$ cat config.mk
export PLATFORM = sky130hd
export DESIGN_NAME = barrel_shifter_pipe
export DESIGN_NICKNAME = d
export VERILOG_FILES = /design/src/rtl/barrel_shifter_pkg.sv /design/src/rtl/barrel_shifter_pipe_shift_stage.sv /design/src/rtl/barrel_shifter_pipe.sv
export SDC_FILE = /design/constraint.sdc
export NUM_CORES = 1
export LEC_CHECK = 0
export CAP_MARGIN = 15
export CELL_PAD_IN_SITES_DETAIL_PLACEMENT = 1
export CELL_PAD_IN_SITES_GLOBAL_PLACEMENT = 1
export CORE_UTILIZATION = 30
export CTS_BUF_LIST = sky130_fd_sc_hd__clkbuf_2 sky130_fd_sc_hd__clkbuf_4 sky130_fd_sc_hd__clkbuf_8
export CTS_CLUSTER_DIAMETER = 80
export CTS_CLUSTER_SIZE = 24
export DETAILED_ROUTE_END_ITERATION = 8
export PLACE_DENSITY = 0.58
export SYNTH_ARGS = -nofsm -noshare
export SYNTH_HDL_FRONTEND = slang
export SYNTH_SLANG_ARGS = --single-unit
$ cat constraint.sdc
create_clock -name clk_i -period 2.95 [get_ports clk_i]
set_clock_uncertainty 0.05 [all_clocks]
set_input_delay 0.59 -clock clk_i [delete_from_list [all_inputs] [get_ports clk_i]]
set_output_delay 0.59 -clock clk_i [all_outputs]
set_load 0.01 [all_outputs]
$ cat src/rtl/barrel_shifter_pkg.sv
// Shared op encoding and stage-count helper for the pipelined barrel shifter.
// Rotate support is selected by macro BARREL_SHIFTER_ROTATE_EN in the stage/top files.
package barrel_shifter_pkg;

  typedef enum logic [1:0] {
    OP_SLL = 2'b00,
    OP_SRL = 2'b01,
    OP_SRA = 2'b10,
    OP_ROR = 2'b11
  } op_e;

  function automatic int stage_count(input int width);
    return $clog2(width);
  endfunction

endpackage

$ cat src/rtl/barrel_shifter_pipe_shift_stage.sv
// One registered right-shift stage of the barrel shifter (distance DIST).
// Macro BARREL_SHIFTER_ROTATE_EN adds the ROR wrap-around path.
module shift_stage
  import barrel_shifter_pkg::*;
#(
  parameter int WIDTH   = 32,
  parameter int TAG_W   = 4,
  parameter int SHW     = 5,
  parameter int DIST    = 1,
  parameter int REV_OUT = 0
) (
  input  logic             clk_i,
  input  logic             rst_i,
  input  logic             flush_i,
  input  logic             load_i,
  input  logic             advance_i,
  input  logic [WIDTH-1:0] in_data_i,
  input  logic [SHW-1:0]   in_shamt_i,
  input  op_e              in_op_i,
  input  logic             in_fill_i,
  input  logic [TAG_W-1:0] in_tag_i,
  output logic             valid_o,
  output logic [WIDTH-1:0] data_o,
  output logic [SHW-1:0]   shamt_o,
  output op_e              op_o,
  output logic             fill_o,
  output logic [TAG_W-1:0] tag_o
);

  localparam int BIT = $clog2(DIST);

  logic             valid_r;
  logic [WIDTH-1:0] data_r;
  logic [SHW-1:0]   shamt_r;
  op_e              op_r;
  logic             fill_r;
  logic [TAG_W-1:0] tag_r;
  logic [WIDTH-1:0] shifted_s;
  logic [WIDTH-1:0] next_data_s;

  // Shift right by DIST when this stage's shamt bit is set.
  always_comb begin
    shifted_s = in_data_i;
    if (in_shamt_i[BIT]) begin
`ifdef BARREL_SHIFTER_ROTATE_EN
      if (in_op_i == OP_ROR) begin
        shifted_s = {in_data_i[DIST-1:0], in_data_i[WIDTH-1:DIST]};
      end else begin
        shifted_s = {{DIST{in_fill_i}}, in_data_i[WIDTH-1:DIST]};
      end
`else
      shifted_s = {{DIST{in_fill_i}}, in_data_i[WIDTH-1:DIST]};
`endif
    end else begin
      shifted_s = in_data_i;
    end
  end

  // The final stage undoes the entry bit-reversal so SLL leaves the pipe registered.
  always_comb begin
    next_data_s = shifted_s;
    if ((REV_OUT != 0) && (in_op_i == OP_SLL)) begin
      for (int i = 0; i < WIDTH; i++) begin
        next_data_s[i] = shifted_s[WIDTH-1-i];
      end
    end else begin
      next_data_s = shifted_s;
    end
  end

  // Stage registers: flush drops the valid, load wins over a simultaneous advance.
  always_ff @(posedge clk_i) begin
    if (rst_i) begin
      valid_r <= 1'b0;
      data_r  <= {WIDTH{1'b0}};
      shamt_r <= {SHW{1'b0}};
      op_r    <= OP_SLL;
      fill_r  <= 1'b0;
      tag_r   <= {TAG_W{1'b0}};
    end else if (flush_i) begin
      valid_r <= 1'b0;
    end else if (load_i) begin
      valid_r <= 1'b1;
      data_r  <= next_data_s;
      shamt_r <= in_shamt_i;
      op_r    <= in_op_i;
      fill_r  <= in_fill_i;
      tag_r   <= in_tag_i;
    end else if (advance_i) begin
      valid_r <= 1'b0;
    end
  end

  assign valid_o = valid_r;
  assign data_o  = data_r;
  assign shamt_o = shamt_r;
  assign op_o    = op_r;
  assign fill_o  = fill_r;
  assign tag_o   = tag_r;

endmodule

$ cat src/rtl/barrel_shifter_pipe.sv
// Pipelined barrel shifter (SLL/SRL/SRA, optional ROR) with valid/ready flow control.
// Define BARREL_SHIFTER_ROTATE_EN to make op 11 rotate right; otherwise it acts as SRL.
module barrel_shifter_pipe
  import barrel_shifter_pkg::*;
#(
  parameter int WIDTH = 32,
  parameter int TAG_W = 4
) (
  input  logic                     clk_i,
  input  logic                     rst_i,
  input  logic                     flush_i,
  input  logic                     in_valid_i,
  output logic                     in_ready_o,
  input  logic [WIDTH-1:0]         in_data_i,
  input  logic [$clog2(WIDTH)-1:0] in_shamt_i,
  input  logic [1:0]               in_op_i,
  input  logic [TAG_W-1:0]         in_tag_i,
  output logic                     out_valid_o,
  input  logic                     out_ready_i,
  output logic [WIDTH-1:0]         out_data_o,
  output logic [TAG_W-1:0]         out_tag_o
);

  localparam int L = stage_count(WIDTH);

  logic             valid_s [L];
  logic [WIDTH-1:0] data_s  [L];
  logic [L-1:0]     shamt_s [L];
  op_e              op_s    [L];
  logic             fill_s  [L];
  logic [TAG_W-1:0] tag_s   [L];
  logic [L-1:0]     adv_s;
  logic             ready_s;
  op_e              entry_op_s;
  logic [WIDTH-1:0] entry_data_s;
  logic             entry_fill_s;

  assign entry_op_s = op_e'(in_op_i);

  // Entry: SLL operands are bit-reversed so every stage only shifts right; SRA sign is captured here.
  always_comb begin
    entry_data_s = in_data_i;
    entry_fill_s = 1'b0;
    if (entry_op_s == OP_SLL) begin
      for (int i = 0; i < WIDTH; i++) begin
        entry_data_s[i] = in_data_i[WIDTH-1-i];
      end
    end else begin
      entry_data_s = in_data_i;
    end
    if (entry_op_s == OP_SRA) begin
      entry_fill_s = in_data_i[WIDTH-1];
    end else begin
      entry_fill_s = 1'b0;
    end
  end

  // Advance chain from the output back to stage 0.
  always_comb begin
    adv_s        = {L{1'b0}};
    adv_s[L-1]   = valid_s[L-1] & out_ready_i;
    for (int k = L - 2; k >= 0; k--) begin
      adv_s[k] = valid_s[k] & (~valid_s[k+1] | adv_s[k+1]);
    end
  end

  assign ready_s    = ~rst_i & ~flush_i & (~valid_s[0] | adv_s[0]);
  assign in_ready_o = ready_s;

  for (genvar k = 0; k < L; k++) begin : g_stage
    if (k == 0) begin : g_first
      shift_stage #(
        .WIDTH(WIDTH), .TAG_W(TAG_W), .SHW(L), .DIST(1), .REV_OUT(0)
      ) u_stage (
        .clk_i(clk_i), .rst_i(rst_i), .flush_i(flush_i),
        .load_i(in_valid_i & ready_s), .advance_i(adv_s[k]),
        .in_data_i(entry_data_s), .in_shamt_i(in_shamt_i), .in_op_i(entry_op_s),
        .in_fill_i(entry_fill_s), .in_tag_i(in_tag_i),
        .valid_o(valid_s[k]), .data_o(data_s[k]), .shamt_o(shamt_s[k]),
        .op_o(op_s[k]), .fill_o(fill_s[k]), .tag_o(tag_s[k])
      );
    end else begin : g_next
      shift_stage #(
        .WIDTH(WIDTH), .TAG_W(TAG_W), .SHW(L), .DIST(1 << k),
        .REV_OUT((k == L - 1) ? 1 : 0)
      ) u_stage (
        .clk_i(clk_i), .rst_i(rst_i), .flush_i(flush_i),
        .load_i(adv_s[k-1]), .advance_i(adv_s[k]),
        .in_data_i(data_s[k-1]), .in_shamt_i(shamt_s[k-1]), .in_op_i(op_s[k-1]),
        .in_fill_i(fill_s[k-1]), .in_tag_i(tag_s[k-1]),
        .valid_o(valid_s[k]), .data_o(data_s[k]), .shamt_o(shamt_s[k]),
        .op_o(op_s[k]), .fill_o(fill_s[k]), .tag_o(tag_s[k])
      );
    end
  end

  assign out_valid_o = valid_s[L-1];
  assign out_data_o  = data_s[L-1];
  assign out_tag_o   = tag_s[L-1];

endmodule

## After elaboration in Yosys (flattened, before gate mapping)

Cells that the tools add are included.

- Eq/ne operators: 1
- Mux-type cells: 18
- Bitwise logic cells: 20
- Reductions and logical operators: 13

Operators by type and width:

| cell | count |
|---|---|
| $mux 32 | 7 |
| $mux 1 | 11 |
| $reduce_and 2->1 | 5 |
| $reduce_bool 2->1 | 5 |
| $and 1x1->1 | 8 |
| $not 1->1 | 7 |
| $or 1x1->1 | 5 |
| $logic_not 2->1 | 2 |
| $eq 2x2->1 const B | 1 |
| $reduce_or 2->1 | 1 |

- Flip-flop bits (word level): 217
- Input bits: 48
- Output and inout bits: 38
- Word-level logic and storage cells: 79

## Logic depth before layout (Yosys ltp)

Gate-level depths: netlist (run 1).

- Word-level depth: 13
- Mapped depth: 7
- Gate-level depth less buffers: 4

## Modules after synthesis

Synthesis (run 1) repeated with hierarchy kept, for this count alone.

- Cells, all modules: 1,125
- Area, all modules: 10,669.0 µm²

Modules (own cells, without submodules):

| module | times used | cells each | area each (µm²) | sequential area each (µm²) |
|---|---|---|---|---|
| shift_stage at g_stage[4].g_next.u_stage | 1 | 275 | 2,239.6 | 900.9 |
| shift_stage at g_stage[2].g_next.u_stage | 1 | 200 | 2,068.2 | 900.9 |
| shift_stage at g_stage[3].g_next.u_stage | 1 | 201 | 2,025.7 | 900.9 |
| shift_stage at g_stage[1].g_next.u_stage | 1 | 201 | 1,915.6 | 900.9 |
| shift_stage at g_stage[0].g_first.u_stage | 1 | 200 | 1,914.3 | 900.9 |
| barrel_shifter_pipe | 1 | 48 | 505.5 | 0.0 |

## Worst setup path after synthesis (run 1)

Ideal clock, no wire load.

- Path kind: input-to-output
- From: input rst_i
- To: output in_ready_o
- Arrival: 1.340 ns
- Required time: 2.310 ns
- Path slack: 0.970 ns
- Stages: 4
- Path buffers: 2
- Path through: clkbuf_1 or2_2 clkbuf_1 nor2_1

- Word-level cells in the longest chain between the ends: 3

Ends and longest elaborated chain:

| item | line | RTL |
|---|---|---|
| start, declared | barrel_shifter_pipe.sv:10 | `input logic rst_i,` |
| $not 1->1 | barrel_shifter_pipe.sv:67 | `assign ready_s = ~rst_i & ~flush_i & (~valid_s[0] \| adv_s[0]);` |
| $and 1x1->1 (2 in series) | barrel_shifter_pipe.sv:67 |  |
| end, declared | barrel_shifter_pipe.sv:13 | `output logic in_ready_o,` |

No other way between the ends.

## Final worst setup path (run 1)

- From: input out_ready_i
- To: output in_ready_o

- Word-level cells in the longest chain between the ends: 11

Ends and longest elaborated chain:

| item | line | RTL |
|---|---|---|
| start, declared | barrel_shifter_pipe.sv:19 | `input logic out_ready_i,` |
| $and 1x1->1 | barrel_shifter_pipe.sv:61 | `adv_s[L-1] = valid_s[L-1] & out_ready_i;` |
| $or 1x1->1 | barrel_shifter_pipe.sv:63 | `adv_s[k] = valid_s[k] & (~valid_s[k+1] \| adv_s[k+1]);` |
| $and 1x1->1 | barrel_shifter_pipe.sv:63 |  |
| $or 1x1->1 | barrel_shifter_pipe.sv:63 |  |
| $and 1x1->1 | barrel_shifter_pipe.sv:63 |  |
| $or 1x1->1 | barrel_shifter_pipe.sv:63 |  |
| $and 1x1->1 | barrel_shifter_pipe.sv:63 |  |
| $or 1x1->1 | barrel_shifter_pipe.sv:63 |  |
| $and 1x1->1 | barrel_shifter_pipe.sv:63 |  |
| $or 1x1->1 | barrel_shifter_pipe.sv:67 |  |
| $and 1x1->1 | barrel_shifter_pipe.sv:67 |  |

No other way between the ends.

==> results.ini, run 1 <==
[status]
status=complete, no violations

[timing]
setup_tns_ns=0
post-route-period-util=0.924
holdWs_ns=0.386
slew_viol_final=0
max_slew_margin=0.275
fin_crit_ns=2.73
hold_viol_final=0
rsz0062_at_grt=no
timing.final.setup_violations=0
tightest_slew_ns=1.09
max_clock_freq_mhz=367

[setup_path]
worstPathCellList=clkdlybuf4s50_1 -> nand4b_1 -> nor2_1 -> nor2_1 -> clkdlybuf4s50_1
critPathKind=in2out
r2r_cells=2
path_buf_inv=2
critPathRequiredTime_ns=2.31
crit_arrival_ns=2.09
cp_slowest_cell=clkdlybuf4s50_1
endpoint_kind=primary output
rrSetupSlack_ns=1.06
r2r-start=g_stage[2].g_next.u_stage.shamt_o[3]
critPathMaxFanout=4
regToRegEndpoint=g_stage[3].g_next.u_stage.data_o[31]
critPathTopFamily=buffers and inverters
startpoint_type=primary input
cpPeakStageDelay_ns=0.47

[layout]
fillers=3758
final_nets=1174
area_growth_pct=12.7
post-route-util=0.344
drive_gt1_frac=0.0600
diodes=0

[die]
pin_count=86
rows=65
dieArea_mm2=0.0329
start_util=0.306
die_h_um=181
fp.coreArea_mm2=0.0316
die_x_um=181

[placement]
hpwl_mm=16.9
routabilityCongestion=0.739
io_buffer_count=85

[drt]
wl_per_cell_um=15.5
via_count=7417
routed_wl_mm=23.9
dr.pass1.iters=4
drtIter0Drc=274
via_per_inst=4.83
postRouteAntennaNets=0
drc=0

[global_route]
antenna_found_initial=0
grt_max_degree=101
grt_pass1_wl_mm=39.5
grt_pass1_vias=7230
grt_usage=0.145
grt_remaining_overflow=0

[logic_synthesis]
synth.distinct_cells=31
synthCells=1129
synth_edf_count=0
ys_seq_area_frac=0.430
ys_seq_elements=207
syn_area_mm2=0.00964
syn_nets=1177
yosys_warnings=0
ys.flop_type=dfxtp_1
postSynthAreaPerCell_um2=8.54
synthArstFlopShare=0

[pwr]
p_leak_nw=3.23
peakVddDrop_mv=0.201
cellPowerDensity_mw_per_mm2=448

[clock_tree]
numCtsBuffers=14
ctsRootBufferMaster=clkbuf_8
h-tree-depth=1
clock_path_buffers=3
clock_sinks=207
cts_resized=0
clkLatencyLatePin_ns=0.53
postCtsSetupBuffers=0
clkTransAtPathRegs_ns=0.12
cts_hold_buf=0
cts_tree=yes

[flow_run]
maxCapViolations=0

[hold_path]
holdCritStartpoint=rst_i
holdCritPathClass=in2reg
holdPathEnd=g_stage[4].g_next.u_stage.valid_o
whs_path_depth=3

==> power breakdown <==
group          leakage [nW]  internal (mW)  total (mW)  switching, mW
Combinational          1.40          0.174       0.370          0.196
Clock                 0.164          0.659        1.61          0.956
Sequential             1.67           2.84        2.88         0.0412
Total                  3.23           3.67        4.87           1.19
==> worst max-delay path by stage <==
stage	start	to	slack, ns	cells past startpoint
final	out_ready_i	in_ready_o	0.22	5
after global routing	out_ready_i	in_ready_o	0.14	5
after CTS	out_ready_i	in_ready_o	0.22	5
after detailed placement	out_ready_i	in_ready_o	0.23	5
after global placement	out_ready_i	in_ready_o	0.29	5
after floorplan	rst_i	in_ready_o	0.97	4
==> through the flow <==
step           total power [mW]  worst slack (ns)  std cells  cell area [um^2]
2_1_floorplan              3.17             0.970       1129              9640
3_3_place_gp               3.31             0.285       1512             10600
3_5_place_dp               3.32             0.229       1512             10600
4_1_cts                    4.96             0.216       1536             10900
5_1_grt                    5.10             0.137       1536             10900
6_report                   4.87             0.225       1536             10900
==> worst reg2reg max path, cell delays in order, from the launching register on <==
cell      delay, ns
dfxtp_1        0.91
nand2_1        0.45
a311oi_1       0.37
==> placed cells by master (no fill, tap or decap), types with 22 or more instances in the layout <==
| cell type | instances |
|---|---|
| a21oi_1 | 109 |
| nand2_1 | 170 |
| mux2i_1 | 119 |
| clkdlybuf4s50_1 | 84 |
| o21ai_0 | 49 |
| nand2b_1 | 27 |
| a211oi_1 | 89 |
| dfxtp_1 | 205 |
| o22ai_1 | 32 |
| nor2_1 | 137 |
| buf_4 | 22 |
==> cell usage after synthesis, drive strengths merged, types with 4 or more instances <==
| cell type | number | area [um^2] |
|---|---|---|
| a21oi | 110 | 551 |
| clkbuf | 49 | 184 |
| mux2i | 119 | 1190 |
| inv | 18 | 67.6 |
| nor2 | 139 | 524 |
| o21ai | 49 | 245 |
| nand3b | 4 | 30.0 |
| a211oi | 89 | 668 |
| a311oi | 8 | 70.1 |
| buf | 79 | 510 |
| nand2 | 170 | 638 |
| dfxtp | 207 | 4140 |
| mux4 | 14 | 330 |
| nand2b | 27 | 169 |
| nor3b | 4 | 30.0 |
| o22ai | 32 | 200 |
==> cells by family after synthesis <==
family	after synthesis	synth area share
AND/OR/NAND/NOR	350	0.149
AO/OA/AOI/OAI	292	0.183
multiplexers	133	0.158
flip-flops	207	0.430
buffers and inverters	146	0.0790
XOR/XNOR	1	0.000908
==> cell type report <==
type | instances | area [um^2] | share of cell area
Clock buffer | 19 | 249 | 0.0229
Clock inverter | 5 | 60.1 | 0.00553
Inverter | 18 | 67.6 | 0.00622
Multi-Input combinational cell | 776 | 4770 | 0.439
Sequential cell | 207 | 4150 | 0.382
Tap cell | 402 | 503 | 0.0463
Timing Repair Buffer | 109 | 1070 | 0.0981
==> sequential cells by signal, summed over array words and instances (netlist names) <==
name                             cells
g_stage.g_first.u_stage.data_o      32
g_stage.g_next.u_stage.shamt_o       6
g_stage.g_first.u_stage.op_o         2
g_stage.g_next.u_stage.valid_o       4
g_stage.g_next.u_stage.data_o      128
g_stage.g_next.u_stage.op_o          6
g_stage.g_first.u_stage.tag_o        4
g_stage.g_first.u_stage.valid_o      1
g_stage.g_first.u_stage.fill_o       1
g_stage.g_first.u_stage.shamt_o      4
g_stage.g_next.u_stage.tag_o        16
g_stage.g_next.u_stage.fill_o        3
==> metal layers <==
metal,global-route usage,vias up,wire length (um)
met5,0,-,0
met4,0.0305,0,381
met3,0.0173,24,549
met2,0.230,97,10600
met1,0.211,3381,12300
li1,-,3915,-
(Power assumes the default switching activity.)
==> run 2: changes to the inputs <==
Settings changed: RECOVER_POWER from default to 50, SETUP_SLACK_MARGIN from default to 0.15.
==> run 2 against run 1 <==
Net effect:
- largest power group unchanged
- die area unchanged
- fmax is 2.4% lower
- sequential power about the same
- via count barely moved
- cell area decreased by 0.58%
==> results.ini, run 2 (synthesis results as in run 1) <==
[setup_path]
rrSetupSlack_ns=0.53
crit_arrival_ns=2.15
r2r_cells=5
regToRegEndpoint=g_stage[2].g_next.u_stage.tag_o[3]
cp_slowest_cell=dlygate4sd3_1
r2r-start=g_stage[4].g_next.u_stage.valid_o
critPathKind=in2out
critPathMaxFanout=6
startpoint_type=primary input
critPathRequiredTime_ns=2.31
worstPathCellList=dlygate4sd3_1 -> or2_2 -> nor2_1 -> clkdlybuf4s50_1
endpoint_kind=primary output
cpPeakStageDelay_ns=0.55

[timing]
tightest_slew_ns=1.42
post-route-period-util=0.946
timing.final.setup_violations=0
setup_ws_ns=0.158
setup_tns_ns=0
holdWs_ns=0.391
max_slew_margin=0.0524
hold_viol_final=0
fin_crit_ns=2.79
rsz0062_at_grt=no
max_clock_freq_mhz=358
slew_viol_final=0

[die]
fp.coreArea_mm2=0.0316
pin_count=86
die_h_um=181
die_x_um=181
rows=65
dieArea_mm2=0.0329
start_util=0.306

[layout]
final_nets=1174
area_growth_pct=12.0
diodes=0
final_common_cell=dfxtp_1
layout_common_cells=dfxtp_1 (205), nand2_1 (170), nor2_1 (136)
largest_reg_flops=128
drive_gt1_frac=0.0573
instances_no_fill=1536

[placement]
placedCellCount=1512
routabilityCongestion=0.739
place_ws_ns=0.229
hpwl_mm=16.9
io_buffer_count=85

[clock_tree]
cts_tree=yes
clock_path_buffers=3
cts_hold_buf=0
cts_resized=0
ctsRootBufferMaster=clkbuf_8
clock_sinks=207
clkLatencyLatePin_ns=0.52
numCtsBuffers=14
postCtsSetupBuffers=0
clkTransAtPathRegs_ns=0.12
h-tree-depth=1

[global_route]
grt_remaining_overflow=0
grt_usage=0.145
antenna_found_initial=0
grt_pass1_wl_mm=39.5
grt_max_degree=101
grt_pass1_vias=7230

[hold_path]
holdCritPathClass=in2reg
whs_path_depth=3
holdPathEnd=g_stage[4].g_next.u_stage.valid_o
holdCritStartpoint=rst_i

[flow_run]
maxCapViolations=0

[pwr]
p_leak_nw=3.21
p_sw_mw=1.19
switching_share=0.245
p_comb_frac=0.076
p_int_mw=3.67
p_seq_frac=0.592
cellPowerDensity_mw_per_mm2=450
peakVddDrop_mv=0.200
p_clk_frac=0.332

[status]
status=complete, no violations

[drt]
dr.pass1.iters=4
via_per_inst=4.83
routed_wl_mm=23.9
via_count=7423
postRouteAntennaNets=0
wl_per_cell_um=15.5
drtIter0Drc=264
drc=0

-- run 2: critical path, delay by kind of cell --
| family | cells | cell delay (ns) |
|---|---|---|
| buf+inv | 2 | 1.09 |
| simple gates | 2 | 0.46 |
-- run 2: how the worst max path moves through the flow --
| stage | start | endpoint | slack, ns |
|---|---|---|---|
| final | flush_i | in_ready_o | 0.16 |
| after global routing | out_ready_i | g_stage[2].g_next.u_stage.tag_o[3] | 0.09 |
| after CTS | out_ready_i | in_ready_o | 0.22 |
| after detailed placement | out_ready_i | in_ready_o | 0.23 |
| after global placement | out_ready_i | in_ready_o | 0.29 |
| after floorplan | rst_i | in_ready_o | 0.97 |
-- run 2: area by class of cell --
| cell class | count | area [um^2] |
|---|---|---|
| clock inverters | 5 | 60.1 |
| inverters | 18 | 67.6 |
| repair buffers | 109 | 1010 |
| multi-input cells | 776 | 4760 |
| flip-flops and latches | 207 | 4150 |
| well taps | 402 | 503 |
| fillers | 3765 | 20800 |
| clock buffers | 19 | 249 |
-- run 2: power by group through the flow --
stage | Clock [mW] | Combinational (mW) | Sequential [mW]
after global routing | 1.80 | 0.411 | 2.89
after floorplan | 0 | 0.246 | 2.92
after detailed placement | 0 | 0.374 | 2.95
after global placement | 0 | 0.369 | 2.94
final | 1.61 | 0.368 | 2.88
after CTS | 1.70 | 0.375 | 2.88
-- run 2: metrics by stage --
step,total power [mW],utilization,area (um^2)
after floorplan,3.17,-,9640
after CTS,4.96,0.344,10900
after global placement,3.31,0.334,10600
after global routing,5.10,0.342,10800
after detailed placement,3.32,0.334,10600
final,4.86,0.342,10800
-- run 2: metal layers --
layer / share of wire / GRT usage / vias up
li1: - / - / 3916
met1: 0.52 / 0.211 / 3387
met2: 0.44 / 0.230 / 96
met3: 0.023 / 0.0173 / 24
met4: 0.016 / 0.0305 / 0
met5: 0 / 0 / -
==> run 3: changes to the inputs <==
Settings changed: PLACE_DENSITY 0.58 to 0.57, SYNTH_HIERARCHICAL from default to 1.
==> run 3 against run 2 <==
Net effect:
- sequential share of layout area shrank 1.3 points
- sequential power barely moved
- critical path type is now in2reg
- fmax rose by 8.3%
- routed wire length shrank 0.24%
- clock-buffer cell count unchanged
- highest routed layer unchanged
- largest power group unchanged
==> results.ini, run 3 <==
[placement]
dpl-instance-area_mm2=0.0110
io_buffer_count=85
hpwl_mm=16.6
routabilityCongestion=0.728

[clock_tree]
numCtsBuffers=14
clock_path_buffers=3
clock_sinks=207
cts_tree=yes
h-tree-depth=1
clkLatencyLatePin_ns=0.52
cts_hold_buf=0
clkTransAtPathRegs_ns=0.13
ctsRootBufferMaster=clkbuf_8

[logic_synthesis]
syn_nets=1101
synthCells=1053
yosys_warnings=6
postSynthAreaPerCell_um2=9.58
syn_area_mm2=0.0101

[layout]
diodes=0
post-route-util=0.341
area_growth_pct=10.9
layout_common_cells=dfxtp_1 (205), nand2_1 (149), nor2_1 (128)
final_common_cell=dfxtp_1
drive_gt1_frac=0.140
fin_area_mm2=0.0112
final_nets=1132
largest_reg_flops=128

[flow_run]
maxCapViolations=0

[global_route]
grt_usage=0.143
grt_pass1_wl_mm=39.7
grt_remaining_overflow=0
antenna_found_initial=0
grt_pass1_vias=7220
grt_max_degree=138

[drt]
drtIter0Drc=284
wl_per_cell_um=15.5
dr.pass1.iters=4
drc=0
postRouteAntennaNets=0
via_count=7288
via_per_inst=4.75
routed_wl_mm=23.8

[timing]
fin_crit_ns=2.58
holdWs_ns=0.414
hold_viol_final=0
timing.final.setup_violations=0
rsz0062_at_grt=no
setup_tns_ns=0
max_clock_freq_mhz=388
slew_viol_final=0
max_slew_margin=0.377
tightest_slew_ns=0.934
post-route-period-util=0.874

[pwr]
peakVddDrop_mv=0.215
p_leak_nw=3.28
totalPowerFinal_mw=4.76
cellPowerDensity_mw_per_mm2=426

[setup_path]
cp_slowest_cell=nor2b_1
startpoint_type=primary input
critPathMaxFanout=12
endpoint_kind=flop
worstPathCellList=dlygate4sd3_1 -> clkbuf_1 -> nor2b_1 -> clkbuf_2 -> nor2_1 -> a211oi_1
critPathRequiredTime_ns=3.34
critPathKind=in2reg
path_buf_inv=3
crit_arrival_ns=2.97
critPathTopFamily=buffers and inverters
cpPeakStageDelay_ns=0.75

[die]
fp.coreArea_mm2=0.0328
die_h_um=185
dieArea_mm2=0.0343
rows=66
die_x_um=185
pin_count=86
start_util=0.308

[hold_path]
holdCritPathClass=reg2reg

[status]
status=complete, no violations

==> run 3: worst paths after layout <==
kind	cells after the start	slack (ns)	start	endpoint
hold / removal	2	0.41	g_stage[4].g_next.u_stage/tag_o[1]	g_stage[4].g_next.u_stage/tag_o[1]
hold reg to reg	2	0.41	g_stage[4].g_next.u_stage/tag_o[1]	g_stage[4].g_next.u_stage/tag_o[1]
setup reg to reg	7	0.62	g_stage[3].g_next.u_stage/valid_o	g_stage[2].g_next.u_stage/data_o[3]
setup / recovery	6	0.37	flush_i	g_stage[3].g_next.u_stage/data_o[25]
==> run 3: per-stage QoR <==
stage / setup WS (ns) / std cells
floorplan: 0.940 / 1053
global placement: -0.226 / 1509
detailed placement: -0.220 / 1509
CTS: 0.180 / 1534
global route: 0.207 / 1534
finish: 0.372 / 1534
==> run 3: final cells by class <==
cell class | count | area (um^2)
Multi-Input combinational cell | 737 | 5020
Clock inverter | 5 | 47.5
Timing Repair Buffer | 117 | 1140
Inverter | 7 | 26.3
Tap cell | 442 | 553
Sequential cell | 207 | 4150
Clock buffer | 19 | 249
Fill cell | 3863 | 21600
==> run 3: per-layer routing <==
| metal | vias up | global-route usage | routed length, um |
|---|---|---|---|
| met1 | 3394 | 0.210 | 12400 |
| met3 | 26 | 0.0171 | 642 |
| met5 | - | 0 | 0 |
| met4 | 0 | 0.0357 | 458 |
| met2 | 101 | 0.218 | 10300 |
| li1 | 3767 | - | - |
==> run 3: power by group <==
part | internal, mW | switching, mW
clock | 0.580 | 0.980
combinational | 0.168 | 0.178
sequential | 2.83 | 0.0285
total | 3.57 | 1.19
==> run 3: timing repair <==
action | 4_1_cts | 5_1_grt
setup buffers | 1 | 0
gates resized for setup | 4 | 1
gates cloned | 0 | 0
pin swaps | 1 | 1
endpoints found under the setup margin | 1 | 1
==> run 3: worst reg2reg max path, delay by kind of cell (launching register included) <==
family / cells / cell delay (ns)
and+or+nand+nor: 4 / 1.08
AOI/OAI and AO/OA: 1 / 0.20
DFF: 1 / 0.35
buffers and inverters: 2 / 0.59
